File: src/rtl/lsu_align.sv
// Load/store alignment unit between the core and a word-organised data memory.
// Lane-shifts stores, extends loads and splits word-crossing accesses into two cycles.
module lsu_align #(
  parameter bit          MISALIGN_EN = 1'b1,
  parameter int unsigned ADDR_W      = 32
) (
  input  logic              CLK,
  input  logic              RESET,
  input  logic              MemReq,
  input  logic              MemWrite,
  input  logic [2:0]        Funct3,
  input  logic [ADDR_W-1:0] Adr,
  input  logic [ADDR_W-1:0] StoreData,
  input  logic [ADDR_W-1:0] ReadData,
  output logic              WE,
  output logic [ADDR_W-1:0] DataAdr,
  output logic [ADDR_W-1:0] WriteData,
  output logic [3:0]        web,
  output logic [ADDR_W-1:0] LoadResult,
  output logic              Stall,
  output logic              Done,
  output logic              Fault
);

  typedef enum logic [0:0] {StIdle, StSecond} state_e;

  state_e state_q, state_d;

  // Holding registers for the second half of a split access.
  logic [ADDR_W-1:0] adr_q;
  logic [ADDR_W-1:0] store_data_q;
  logic [ADDR_W-1:0] held_word_q;
  logic [2:0]        funct3_q;
  logic              mem_write_q;

  logic              in_second;
  logic [ADDR_W-1:0] cur_adr;
  logic [ADDR_W-1:0] cur_sd;
  logic [2:0]        cur_f3;
  logic              cur_wr;
  logic [1:0]        off;
  logic [4:0]        shamt;
  logic [3:0]        size_mask;
  logic [2:0]        size_bytes;
  logic              legal;
  logic              misaligned;
  logic [7:0]        lane_mask;
  logic [2*ADDR_W-1:0] wd_wide;
  logic [2*ADDR_W-1:0] rd_wide;
  logic [ADDR_W-1:0] rd_word;
  logic [ADDR_W-1:0] ext_word;
  logic [ADDR_W-3:0] next_word;

  assign in_second = (state_q == StSecond);
  assign cur_adr   = in_second ? adr_q        : Adr;
  assign cur_sd    = in_second ? store_data_q : StoreData;
  assign cur_f3    = in_second ? funct3_q     : Funct3;
  assign cur_wr    = in_second ? mem_write_q  : MemWrite;
  assign off       = cur_adr[1:0];
  assign shamt     = {off, 3'b000};

  always_comb begin
    size_mask  = 4'b0000;
    size_bytes = 3'd0;
    legal      = 1'b0;
    unique case (cur_f3)
      3'b000: begin size_mask = 4'b0001; size_bytes = 3'd1; legal = 1'b1;    end
      3'b001: begin size_mask = 4'b0011; size_bytes = 3'd2; legal = 1'b1;    end
      3'b010: begin size_mask = 4'b1111; size_bytes = 3'd4; legal = 1'b1;    end
      3'b100: begin size_mask = 4'b0001; size_bytes = 3'd1; legal = !cur_wr; end
      3'b101: begin size_mask = 4'b0011; size_bytes = 3'd2; legal = !cur_wr; end
      default: begin size_mask = 4'b0000; size_bytes = 3'd0; legal = 1'b0;   end
    endcase
  end

  // Split is decided by the byte span crossing a word boundary, not natural alignment.
  assign misaligned = (({1'b0, off} + size_bytes) > 3'd4);

  // Low half of each wide vector serves the first access, high half the second.
  assign lane_mask = {4'b0000, size_mask} << off;
  assign wd_wide   = {{ADDR_W{1'b0}}, cur_sd} << shamt;
  assign rd_wide   = in_second ? {ReadData, held_word_q} : {{ADDR_W{1'b0}}, ReadData};
  assign rd_word   = ADDR_W'(rd_wide >> shamt);
  assign next_word = adr_q[ADDR_W-1:2] + (ADDR_W-2)'(1);

  always_comb begin
    ext_word = '0;
    unique case (cur_f3)
      3'b000:  ext_word = {{(ADDR_W-8){rd_word[7]}}, rd_word[7:0]};
      3'b001:  ext_word = {{(ADDR_W-16){rd_word[15]}}, rd_word[15:0]};
      3'b010:  ext_word = rd_word;
      3'b100:  ext_word = {{(ADDR_W-8){1'b0}}, rd_word[7:0]};
      3'b101:  ext_word = {{(ADDR_W-16){1'b0}}, rd_word[15:0]};
      default: ext_word = '0;
    endcase
  end

  always_comb begin
    state_d    = state_q;
    WE         = 1'b0;
    DataAdr    = '0;
    WriteData  = '0;
    web        = 4'b0000;
    LoadResult = '0;
    Stall      = 1'b0;
    Done       = 1'b0;
    Fault      = 1'b0;
    if (RESET) begin
      state_d = StIdle;
    end else begin
      unique case (state_q)
        StIdle: begin
          if (MemReq) begin
            if (!legal || (misaligned && !MISALIGN_EN)) begin
              Fault = 1'b1;
            end else begin
              DataAdr   = {cur_adr[ADDR_W-1:2], 2'b00};
              WE        = cur_wr;
              web       = lane_mask[3:0];
              WriteData = wd_wide[ADDR_W-1:0];
              if (misaligned) begin
                Stall   = 1'b1;
                state_d = StSecond;
              end else begin
                Done       = 1'b1;
                LoadResult = ext_word;
              end
            end
          end
        end
        StSecond: begin
          DataAdr    = {next_word, 2'b00};
          WE         = mem_write_q;
          web        = lane_mask[7:4];
          WriteData  = wd_wide[2*ADDR_W-1:ADDR_W];
          LoadResult = ext_word;
          Done       = 1'b1;
          state_d    = StIdle;
        end
        default: state_d = StIdle;
      endcase
    end
  end

  always_ff @(posedge CLK or posedge RESET) begin
    if (RESET) begin
      state_q      <= StIdle;
      adr_q        <= '0;
      store_data_q <= '0;
      held_word_q  <= '0;
      funct3_q     <= 3'b000;
      mem_write_q  <= 1'b0;
    end else begin
      state_q <= state_d;
      if (state_q == StIdle && state_d == StSecond) begin
        adr_q        <= Adr;
        store_data_q <= StoreData;
        held_word_q  <= ReadData;
        funct3_q     <= Funct3;
        mem_write_q  <= MemWrite;
      end
    end
  end

endmodule

File: config.mk
export PLATFORM = sky130hd
export DESIGN_NAME = lsu_align
export DESIGN_NICKNAME = d
export VERILOG_FILES = /design/src/rtl/lsu_align.sv
export SDC_FILE = /design/constraint.sdc
export NUM_CORES = 1
export LEC_CHECK = 0
export CAP_MARGIN = 10
export CORE_UTILIZATION = 45
export CTS_CLUSTER_SIZE = 14
export DETAILED_ROUTE_END_ITERATION = 7
export DONT_BUFFER_PORTS = 1
export HOLD_SLACK_MARGIN = 0.03
export PLACE_DENSITY_LB_ADDON = 0.15
export SETUP_SLACK_MARGIN = 0.4
export SLEW_MARGIN = 10
export SYNTH_ARGS = -nofsm -noshare
export SYNTH_HDL_FRONTEND = slang
export SYNTH_SLANG_ARGS = --single-unit
File: constraint.sdc
create_clock -name CLK -period 7.65 [get_ports CLK]
set_clock_uncertainty 0.15 [all_clocks]
set_input_delay 1.9125 -clock CLK [delete_from_list [all_inputs] [get_ports CLK]]
set_output_delay 1.9125 -clock CLK [all_outputs]
set_load 0.1 [all_outputs]
# Yosys cells after proc, flatten, opt, wreduce, memory -nomap -nowiden
# Cells that the tools add are included.
# classes
bitwise_logic	1
shift	3
reduce_logical	7
n_lt_le_gt_ge	1
n_addsub	2
mux	46
eq_ne	4
# ops
operator	count
two-way mux 32 bit	12
case mux 32 bit (2 select lines)	3
case mux 32 bit (5 select lines)	1
two-way mux 64 bit	1
left shift 32 x 5 -> 64 bit	1
right shift 64 x 5 -> 32 bit	1
adder 30 x 1 -> 30 bit, second input constant	1
two-way mux 1 bit	18
two-way mux 4 bit	3
case mux 4 bit (3 select lines)	1
case mux 3 bit (3 select lines)	1
case mux 1 bit (2 select lines)	4
case mux 4 bit (2 select lines)	1
left shift 4 x 2 -> 8 bit	1
equality test 3 bit, second input constant	2
OR reduction 2 bit	3
adder 2 x 3 -> 3 bit	1
equality test 3 x 1 -> 1 bit, second input constant	1
equality test 3 x 2 -> 1 bit, second input constant	1
> comparator 3 bit, second input constant	1
zero test 3 bit	1
two-way mux 3 bit	1
OR reduction 3 bit	1
logical AND 1 bit	1
2 further kinds	2
# totals
regBits	101

# Logic depth before layout (Yosys ltp)
# logic_depth
word_depth	12
depth_mapped	13
mapped_depth_nobuf	11

# Worst setup path before layout
# No wires, ideal clock.
# synth_path
path_kind	input -> output
startpoint	in RESET
endpoint	out WriteData[16]
stages	5
t_required_ns	5.588
arrival_time_ns	7.298
path_slack_ns	-1.710
cell_sequence	clkbuf_1 > inv_1 > clkbuf_1 > o21ai_0 > a21oi_1
# synth_via
elab_chain_len	1
# synth_lines
element	line	rtl
from (decl)	8	input logic RESET,
two-way mux 32 bit	108	if (RESET) begin
to (decl)	17	output logic [ADDR_W-1:0] WriteData,
# Every way passes these cells.

# Worst setup path after layout
# layout_path
startpoint	in Funct3[0]
endpoint	out LoadResult[24]
# layout_via
elab_chain_len	11
# layout_lines
element	line	rtl
from (decl)	11	input logic [2:0] Funct3,
two-way mux 3 bit *	57	assign cur_f3 = in_second ? funct3_q : Funct3;
equality test 3 bit, or another cell as far along	66, 88	
OR reduction 2 bit (no source line)	--	
case mux 3 bit (3 select lines)	66	unique case (cur_f3)
adder 2 x 3 -> 3 bit	77	assign misaligned = (({1'b0, off} + size_bytes) > 3'd4);
> comparator 3 bit	77	
two-way mux 32 bit	121	if (misaligned) begin
two-way mux 32 bit	114	if (!legal || (misaligned && !MISALIGN_EN)) begin
two-way mux 32 bit	113	if (MemReq) begin
case mux 32 bit (2 select lines) *	111	unique case (state_q)
two-way mux 32 bit *	108	
to (decl)	19	output logic [ADDR_W-1:0] LoadResult,
# Every way passes the cells marked *; elsewhere a longest branch is shown, timed or not.

==> key figures <==
Placement
  – Worst slack, placed: 0.470 ns
  – GP Congestion: 0.901
  – Placed Cells: 1,184
  – Dpl hpwl: 17,200 um
  – Area post-placement: 9740 um2
  – PortBufs: 0

Global routing
  – All-Layer GR Usage: 27.6%
  – GRT overflow: 0
  – Largest net degree at the start of global routing: 65
  – Initial antenna violation count: 0
  – First-pass GRT wire length: 39,700 um
  – Vias in the first global route: 7,077

Routing
  – Post-route ant nets: 0
  – Vias: 7,379
  – WL/cell: 21.3 um
  – WL final: 25,600 um
  – 1st-pass router iterations: 5
  – Top Metal Used: met4
  – Detailed-route vias per instance: 6.14
  – WL met2: 11,700 um
  – Iteration-0 DRC Markers: 474
  – DRC errors left: 0
  – Met3 routed WL: 1940 um
  – Met1 Wirelength: 11,200 um

Floorplan
  – Die H: 137 um
  – Initial Util: 46.7%
  – Row Count: 48
  – DIE WIDTH: 137 um
  – I/O Pins: 207
  – Core area: 17,500 um2
  – Die area: 18,700 um2

Run
  – Max Cap Violations: 0

Logic synthesis
  – Synth Cell Area: 8190 um2
  – Main synth FF type: dfrtp_1
  – Ys async rst share: 100%
  – Register bit total from synthesis: 101
  – Top post-synthesis cells by count: nand2_1, dfrtp_1, mux2_1
  – Syn_area_per_cell: 8.92 um2
  – Seq/Total Area, Yosys: 30.9%
  – Synth Instances: 918
  – Synth top area share: 30.9%
  – Netlist cell types: 58
  – Top post-synthesis cells by area: dfrtp_1, mux2_1, mux2i_1
  – EDFF count, synth: 0
  – Most common cell in the netlist: nand2_1
  – Yosys warns: 0
  – Cell taking the most area after synthesis: dfrtp_1

Timing
  – Fin. Hold Viols: 0
  – Worst Hold Slack: 0.339 ns
  – Fin worst setup slack: 0.526 ns
  – Setup TNS Final: 0 ns
  – FMAX: 140 MHz
  – Tightest Pin Transition: 1.23 ns
  – RSZ-0062 raised after global routing: false
  – Fin crit share: 93.1%
  – Final setup fails: 0
  – Final Max Slew Viols: 0
  – Tmin final: 7.12 ns
  – Worst slew margin relative to its limit: 17.5%

Setup path
  – CP endpoint kind: output port
  – Critical path arrival: 5.06 ns
  – Setup slack, reg-to-reg: 3.15 ns
  – Worst Path Max Fanout: 16
  – Kind of critical path: input port to output port
  – CP Data Required Time: 5.59 ns
  – Crit start category: input port

CTS
  – Clk Latency, worst-skew pair: 0.35 ns
  – H-tree depth: 3
  – CTS tree: done
  – # clock sinks: 101
  – Hold Buf Count CTS: 0
  – Clock buffer count from CTS: 9
  – Clk root buf: clkbuf_16
  – Clock transition at the registers of the reported paths: 0.07 ns
  – Clock Tree Buf Depth: 2

Final layout
  – Design Area, Final: 10,100 um2
  – Area delta synth->final: 23.1%
  – Cell Count, Final, Fillers Out: 1,201
  – Diodes inserted: 0
  – Nets: 1,077
  – Share of layout cells above drive strength 1: 28.8%

Pwr
  – Pwr dens: 229 nW/um2
  – VDD IR-drop max: 0.140 mV
  – Leak: 4.17 nW

Worst hold path
  – Hold WC Path Type: register to register

Run status
  – Status: completed
layout by cell type, fill, tap and decap left out, types with 11 or more instances in the layout:
cell type  count
a21oi_1       21
a21oi_2       33
a22oi_1       25
and3_1        14
buf_12        32
buf_4         81
dfrtp_1       99
mux2_1        90
mux2_2        36
mux2i_1       89
nand2_1      143
nand3_1       31
nand4_1       11
nor2_1        24
nor2_2        21
nor3_1        12
o211ai_1      17
o21ai_0       14
o21ai_2       41
xnor2_1       14
xor2_1        16
critical path, cell delays in order:
cell      delay, ns
or3_1          0.39
and2_1         0.27
inv_1          0.12
ha_1           0.14
inv_1          0.05
fa_1           0.52
nor2b_1        0.26
nor3_1         0.11
nor4_1         0.49
o211ai_4       0.38
o21ai_2        0.20
buf_12         0.20
registers in the layout (all words and copies together), names as in the netlist:
signal / count
in_second: 1
funct3_q: 3
adr_q: 32
mem_write_q: 1
store_data_q: 32
held_word_q: 32
metrics by stage:
step | utilization (%) | power (mW)
after floorplan | - | 1.60
after global placement | 55.6 | 1.79
after detailed placement | 55.6 | 1.81
after CTS | 57.4 | 2.31
after global routing | 57.5 | 2.44
final | 57.5 | 2.31
kinds of logic (layout without fill, tap and decap cells):
family                     after synthesis  in the layout  synth area share (%)
and+or+nand+nor                        285            285                  16.1
muxes                                  217            217                  28.6
AOI/OAI and AO/OA                      196            196                  15.5
DFF                                    101            101                  30.9
buffers and inverters                   85            142                  5.24
xor gates and xnor gates                30             30                  3.21
adders and majority gates                3              3                 0.550
other                                    1              2                0.0458
metal layers:
layer	vias to the layer above	global-route usage [%]
met4	0	11.1
met3	52	5.63
met1	3559	37.6
met5	-	0
met2	300	42.8
li1	3468	-
timing repair:
action                     CTS  global route
resized for setup            0             1
setup endpoints to repair    0            16
hold endpoints to repair     0             0
setup buffers                0             1
power breakdown:
group	internal, mW	switching (mW)	total, mW	leakage [nW]
Clock	0.270	0.233	0.503	0.157
Combinational	0.380	0.478	0.858	2.75
Sequential	0.741	0.208	0.949	1.26
cell type report:
type / instances / area [um2]
Tap cell: 225 / 282
Fill cell: 1557 / 7460
Multi-Input combinational cell: 733 / 5620
Clock buffer: 10 / 239
Inverter: 12 / 47.5
Sequential cell: 101 / 2530
Clock inverter: 6 / 78.8
Timing Repair Buffer: 114 / 1280
path summary, 6_finish.rpt:
kind                                start                to  depth (start not counted)
max in group asynchronous           RESET         in_second                          2
hold reg to reg            held_word_q[7]    held_word_q[7]                          1
hold / removal             held_word_q[7]    held_word_q[7]                          1
setup / recovery                Funct3[0]    LoadResult[24]                         12
min in group asynchronous           RESET  store_data_q[13]                          1
setup reg to reg                in_second    held_word_q[9]                          9
No activity file was read; power rests on OpenSTA's default activity.
